==> config.mk <==
export PLATFORM = sky130hd
export DESIGN_NAME = sdram_port_mux
export DESIGN_NICKNAME = d
export VERILOG_FILES = /design/src/rtl/sdram_port_mux_pkg.sv /design/src/rtl/sdram_port_mux.sv
export SDC_FILE = /design/constraint.sdc
export NUM_CORES = 1
export LEC_CHECK = 0
export ABC_AREA = 1
export BUFFER_PORTS_ARGS = -buffer_cell sky130_fd_sc_hd__buf_2
export CORE_MARGIN = 8
export CORE_UTILIZATION = 48
export CTS_BUF_LIST = sky130_fd_sc_hd__clkbuf_16
export CTS_CLUSTER_DIAMETER = 30
export DETAILED_ROUTE_END_ITERATION = 8
export PLACE_DENSITY = 0.82
export SLEW_MARGIN = 15
export SYNTH_ARGS = -nofsm -noshare
export SYNTH_HDL_FRONTEND = slang
export SYNTH_SLANG_ARGS = --single-unit
==> constraint.sdc <==
create_clock -name clk -period 2.06 [get_ports clk]
set_clock_uncertainty 0.2 [all_clocks]
set_input_delay 0 -clock clk [delete_from_list [all_inputs] [get_ports clk]]
set_output_delay 0 -clock clk [all_outputs]
set_load 0.02 [all_outputs]
==> src/rtl/sdram_port_mux_pkg.sv <==
// Shared types for the SDRAM port mux: FSM states, request owner and the
// latched request that is presented to the SDRAM controller.
package sdram_port_mux_pkg;

  // Widest word address a 32-bit byte address can carry.
  localparam int WADDR_MAX_W = 30;

  typedef enum logic [1:0] {
    IDLE    = 2'd0,
    ISSUE   = 2'd1,
    WAIT_RD = 2'd2,
    RESP    = 2'd3
  } state_e;

  typedef enum logic {
    OWN_GBA = 1'b0,
    OWN_USB = 1'b1
  } owner_e;

  typedef struct packed {
    logic                   we;
    logic [WADDR_MAX_W-1:0] waddr;
    logic [31:0]            wdata;
    logic [3:0]             be;
  } mem_req_t;

endpackage

==> src/rtl/sdram_port_mux.sv <==
// Arbitrates the USB word-stream port and the GBA cartridge port onto one
// SDRAM controller request port. GBA has priority; a starvation counter
// forces a USB grant after STARVE_LIMIT consecutive GBA grants. USB reads
// land in a one-word address-tagged buffer so usb_rd can be answered
// combinationally against the current usb_addr.
module sdram_port_mux
  import sdram_port_mux_pkg::*;
#(
  parameter int ADDR_W       = 23,
  parameter int STARVE_LIMIT = 8
) (
  input  logic              clk,
  input  logic              rst,
  // USB side
  input  logic [31:0]       usb_addr,
  input  logic              usb_wr,
  input  logic [31:0]       usb_wr_data,
  output logic              usb_wr_ready,
  input  logic              usb_rd,
  output logic              usb_rd_valid,
  output logic [31:0]       usb_rd_data,
  // GBA side
  input  logic              gba_req,
  input  logic              gba_we,
  input  logic [31:0]       gba_addr,
  input  logic [31:0]       gba_wdata,
  input  logic [3:0]        gba_be,
  output logic              gba_ack,
  output logic [31:0]       gba_rdata,
  // SDRAM controller side
  output logic              mem_req,
  output logic              mem_we,
  output logic [ADDR_W-1:0] mem_addr,
  output logic [31:0]       mem_wdata,
  output logic [3:0]        mem_be,
  input  logic              mem_ready,
  input  logic              mem_rvalid,
  input  logic [31:0]       mem_rdata
);

  localparam int              CNT_W      = $clog2(STARVE_LIMIT + 1);
  localparam logic [CNT_W-1:0] STARVE_MAX = CNT_W'(STARVE_LIMIT);

  state_e              state_q, state_d;
  owner_e              owner_q, owner_d;
  mem_req_t            req_q, req_d;
  logic [CNT_W-1:0]    starve_q, starve_d;
  logic                buf_valid_q, buf_valid_d;
  logic [ADDR_W-1:0]   buf_addr_q, buf_addr_d;
  logic [31:0]         buf_data_q, buf_data_d;
  logic [31:0]         gba_rdata_q, gba_rdata_d;

  logic [ADDR_W-1:0]   usb_waddr_s;
  logic [ADDR_W-1:0]   gba_waddr_s;
  logic                buf_hit_s;
  logic                usb_pend_s;
  logic                guard_s;
  logic                gba_win_s;
  logic                usb_win_s;

  // Word addresses; bits above ADDR_W+1 are dropped so the space wraps.
  assign usb_waddr_s = usb_addr[ADDR_W+1:2];
  assign gba_waddr_s = gba_addr[ADDR_W+1:2];

  assign buf_hit_s  = buf_valid_q && (buf_addr_q == usb_waddr_s);
  // A usb_rd that already hits the buffer needs no memory access.
  assign usb_pend_s = usb_wr || (usb_rd && !buf_hit_s);
  assign guard_s    = usb_pend_s && (starve_q == STARVE_MAX);
  assign gba_win_s  = gba_req && !guard_s;
  assign usb_win_s  = usb_pend_s && !gba_win_s;

  // Next-state logic for the arbiter FSM, request registers and starve counter.
  always_comb begin
    state_d     = state_q;
    owner_d     = owner_q;
    req_d       = req_q;
    starve_d    = starve_q;
    gba_rdata_d = gba_rdata_q;
    case (state_q)
      IDLE: begin
        if (gba_win_s) begin
          req_d.we    = gba_we;
          req_d.waddr = WADDR_MAX_W'(gba_waddr_s);
          req_d.wdata = gba_wdata;
          req_d.be    = gba_be;
          owner_d     = OWN_GBA;
          state_d     = ISSUE;
        end else if (usb_win_s) begin
          // usb_wr wins over a simultaneous (illegal) usb_rd.
          req_d.we    = usb_wr;
          req_d.waddr = WADDR_MAX_W'(usb_waddr_s);
          req_d.wdata = usb_wr_data;
          req_d.be    = 4'hF;
          owner_d     = OWN_USB;
          state_d     = ISSUE;
        end else begin
          state_d = IDLE;
        end
        if (!usb_pend_s || usb_win_s) begin
          starve_d = '0;
        end else if (gba_win_s && (starve_q != STARVE_MAX)) begin
          starve_d = starve_q + CNT_W'(1);
        end else begin
          starve_d = starve_q;
        end
      end
      ISSUE: begin
        if (mem_ready) begin
          if (req_q.we) begin
            state_d = (owner_q == OWN_USB) ? IDLE : RESP;
          end else begin
            state_d = WAIT_RD;
          end
        end else begin
          state_d = ISSUE;
        end
      end
      WAIT_RD: begin
        if (mem_rvalid) begin
          if (owner_q == OWN_GBA) begin
            gba_rdata_d = mem_rdata;
            state_d     = RESP;
          end else begin
            state_d = IDLE;
          end
        end else begin
          state_d = WAIT_RD;
        end
      end
      RESP: begin
        // One ack cycle, so a still-held gba_req is not re-granted.
        state_d = IDLE;
      end
      default: begin
        state_d = IDLE;
      end
    endcase
  end

  // Next-state logic for the one-word USB read buffer.
  always_comb begin
    buf_valid_d = buf_valid_q;
    buf_addr_d  = buf_addr_q;
    buf_data_d  = buf_data_q;
    if ((state_q == WAIT_RD) && mem_rvalid && (owner_q == OWN_USB)) begin
      buf_valid_d = 1'b1;
      buf_addr_d  = req_q.waddr[ADDR_W-1:0];
      buf_data_d  = mem_rdata;
    end else if (buf_valid_q && !buf_hit_s) begin
      // Address moved on: the held word belongs to an abandoned transfer.
      buf_valid_d = 1'b0;
    end else if (usb_rd && buf_hit_s) begin
      buf_valid_d = 1'b0;
    end else begin
      buf_valid_d = buf_valid_q;
    end
  end

  // State and data registers with synchronous reset.
  always_ff @(posedge clk) begin
    if (rst) begin
      state_q     <= IDLE;
      owner_q     <= OWN_GBA;
      req_q       <= '0;
      starve_q    <= '0;
      buf_valid_q <= 1'b0;
      buf_addr_q  <= '0;
      buf_data_q  <= 32'd0;
      gba_rdata_q <= 32'd0;
    end else begin
      state_q     <= state_d;
      owner_q     <= owner_d;
      req_q       <= req_d;
      starve_q    <= starve_d;
      buf_valid_q <= buf_valid_d;
      buf_addr_q  <= buf_addr_d;
      buf_data_q  <= buf_data_d;
      gba_rdata_q <= gba_rdata_d;
    end
  end

  assign mem_req      = (state_q == ISSUE);
  assign mem_we       = req_q.we;
  assign mem_addr     = req_q.waddr[ADDR_W-1:0];
  assign mem_wdata    = req_q.wdata;
  assign mem_be       = req_q.be;
  assign gba_ack      = (state_q == RESP);
  assign gba_rdata    = gba_rdata_q;
  assign usb_wr_ready = (state_q == ISSUE) && (owner_q == OWN_USB) && req_q.we && mem_ready;
  assign usb_rd_valid = usb_rd && buf_hit_s;
  assign usb_rd_data  = buf_data_q;

endmodule

==> flow_summary.toml <==
[worst_setup_path]
r2r_slack_ns = -0.30
r2r.worst_path.cells = 14
critPathMaxFanout = 22
crit_required_ns = 2.23
endpoint_kind = "flip-flop"
critPathKind = "flip-flop to flip-flop"
worstPathArrival_ns = 2.53
cp-start-kind = "flip-flop"
rr_endpoint = "mem_wdata[11]"
rr_startpoint = "buf_addr_q[5]"

[yosys]
yosysWarningCount = 0
yosys.area.top_type_share = 0.444
synth_top_cell_by_area = "dfxtp_1"
syn_area_sq_um = 6990
synth_area_leaders = "dfxtp_1, nand2_1, nor2_1"
synthCells = 1051
ys_types = 19
synth-seq-area-share = 0.444
synth-seq-cells = 155
synthesis.nets = 1225
avgSynthCellArea_sq_um = 6.65

[power]
power_density_nw_per_um2 = 772
pwr-share-clk = 0.373
p_int_w = 0.00608
p_seq_frac = 0.382
switching_power_w = 0.00272
p_leak_nw = 6.09
peakVddDrop_uv = 534
combPwrFrac = 0.245
p_total_w = 0.00879
switching_share = 0.309

[min_path]
min_delay_path_depth = 4
worstHoldStart = "gba_be[0]"
hold_class = "input port to flip-flop"
hold_end = "mem_be[0]"

[timing]
setup_viol = 66
hold_ws_ns = 0.157
max_slew_margin = 0.626
max_freq_ghz = 0.423
worstMarginPinSlew_ns = 0.560
period_share = 1.15
hold_violations = 0
rsz0062_at_grt = "true"
finalMaxSlewViolations = 0
fin_ws_ns = -0.302
final.min_clock_period_ns = 2.36

[routing]
drtAntennaViolNets = 0
wl_met2_um = 15200
firstDrtPassIters = 8
drc = 3
wl_met1_um = 11200
routedWlPerCell_um = 19.6
vias = 9258
viasPerCell = 5.53
first_iter_violations = 937
wl_met3_um = 4110
drt_wl_total_um = 32800
highest_layer = "met5"

[clocking]
htreeDepth = 4
clock_latency_ns = 0.42
cts_buffers = 17
path_clk_slew_ns = 0.06
cts_root_buffer = "clkbuf_16"
cts_max_path_buffers = 2
cts_num_sinks = 155
cts_tree = "built"

[floorplanning]
ios = 300
start_util = 0.486
die-area_sq_um = 18700
std_cell_rows = 44
die_h_um = 137
coreArea_sq_um = 14400
die_w_um = 137

[place]
dp.cells = 1473
gp_congestion = 0.833
dp_hpwl_um = 15600
io_buffers = 281

[finish]
layout.cells.non_filler = 1673
drive_gt1_frac = 0.300
nets = 1643
syn2layout_area_growth_pct = 62.9

[global_route]
grt_pass1_wl_um = 44600
grt_use_total = 0.300
grt_pass1_vias = 9029
grt_overflow = 0
antenna_found_initial = 3
grt_start_max_net_pins = 80

[run_status]
violations = "DRC, setup timing"
status = "finished, violations left"

[flow_run]
max-cap-violations = 0
==> worst max-delay path by stage <==
stage / start / to / slack [ns] / cells after the start
2_1_floorplan: buf_addr_q[17] / mem_addr[0] / 0.28 / 16
6_report: buf_addr_q[5] / mem_wdata[11] / -0.30 / 14
5_1_grt: buf_addr_q[0] / mem_wdata[11] / -0.51 / 15
4_1_cts: buf_addr_q[20] / mem_wdata[8] / 0.008 / 16
3_5_place_dp: buf_addr_q[20] / mem_wdata[1] / 0.0003 / 16
3_3_place_gp: buf_addr_q[20] / mem_wdata[1] / 0.04 / 16
==> kinds of logic (layout without fill, tap and decap cells) <==
| logic type | Yosys count | after routing | synth area share |
|---|---|---|---|
| and+or+nand+nor | 484 | 485 | 0.285 |
| DFF | 155 | 155 | 0.444 |
| AOI/OAI and AO/OA | 176 | 176 | 0.126 |
| adders and majority gates | 2 | 2 | 0.00358 |
| other | 0 | 7 | 0 |
| buffers and inverters | 230 | 660 | 0.136 |
| xor gates and xnor gates | 4 | 4 | 0.00501 |
==> cells in the mapped netlist (all sizes together) <==
cell type and number:
xor2 4, dfxtp 155, nand3 117, buf 26
nand4 2, and3b 1, o21ai 92, nor2 173
clkbuf 39, inv 165, nand2 187, a21oi 84
ha 2, nor3 4
==> state kept, by name (all words and copies together), names as in the netlist <==
register / cells
gba_rdata: 32
mem_wdata: 32
usb_rd_data: 32
buf_addr_q: 23
mem_addr: 23
mem_be: 4
starve_q: 4
state_q: 2
buf_valid_q: 1
mem_we: 1
owner_q: 1
==> power by group through the flow <==
stage / sequential (W) / clock [W] / combinational (W)
finish: 0.00335 / 0.00328 / 0.00216
detailed placement: 0.00340 / 0 / 0.00159
floorplan: 0.00364 / 0 / 0.000716
global placement: 0.00339 / 0 / 0.00157
CTS: 0.00333 / 0.00331 / 0.00183
global route: 0.00338 / 0.00343 / 0.00230
==> cell type report <==
class / instances / area, sq um
Inverter: 165 / 622
Clock buffer: 17 / 425
Antenna cell: 7 / 17.5
Clock inverter: 15 / 184
Multi-Input combinational cell: 667 / 3400
Fill cell: 848 / 2990
Sequential cell: 155 / 3120
Timing Repair Buffer: 463 / 3380
Tap cell: 184 / 230
==> layer usage <==
layer	track usage	up-vias
li1	-	4115
met1	0.321	4187
met2	0.485	737
met3	0.119	217
met4	0.199	2
met5	0	-
==> critical path, stage by stage (launching register included) <==
cell and delay, ns:
dfxtp_1 0.33, nand2_1 0.08, nand2_1 0.08, nor2_1 0.13, nand2_1 0.08, nor2_1 0.17, nand3_1 0.16, nand2_2 0.13
nand2_4 0.08, nand2_8 0.13, buf_8 0.20, nand3_1 0.24, nand3_2 0.18, nand2_2 0.05, inv_1 0.05
==> layout by cell type (no fill, tap or decap), types with 2 or more instances in the layout <==
cell / count
a21oi_1: 83
buf_12: 10
buf_2: 280
buf_4: 11
buf_6: 2
buf_8: 3
bufinv_16: 4
clkbuf_16: 21
clkinvlp_4: 2
dfxtp_1: 146
dfxtp_2: 8
diode_2: 7
dlygate4sd3_1: 153
ha_1: 2
inv_1: 164
inv_2: 5
inv_6: 2
nand2_1: 130
nand2_2: 33
nand2_4: 21
nand2_8: 4
nand3_1: 94
nand3_2: 23
nand4_1: 2
nor2_1: 167
nor2_2: 2
nor2_4: 4
nor3_2: 3
o21ai_0: 88
o21ai_1: 2
o21ai_2: 2
xor2_1: 4
==> metrics by stage <==
stage,setup slack [ns],area [sq um],utilization,TNS [ns]
floorplan,0.282,6990,-,0
global placement,0.0352,8560,0.596,0
detailed placement,0.000270,8560,0.596,0
CTS,0.00756,10700,0.745,0
global route,-0.514,11400,0.791,-19.16
finish,-0.302,11400,0.792,-9.85
==> timing repair <==
| action | CTS | global route |
|---|---|---|
| gates resized for setup | 2 | 146 |
| endpoints found under the setup margin | 4 | 66 |
| endpoints found under the hold margin | 151 | 0 |
| cloned | 0 | 8 |
| buffers inserted | 0 | 1 |
| hold buffers | 153 | 0 |
| pin swaps | 0 | 29 |
Power figures use the tool's default switching activity.
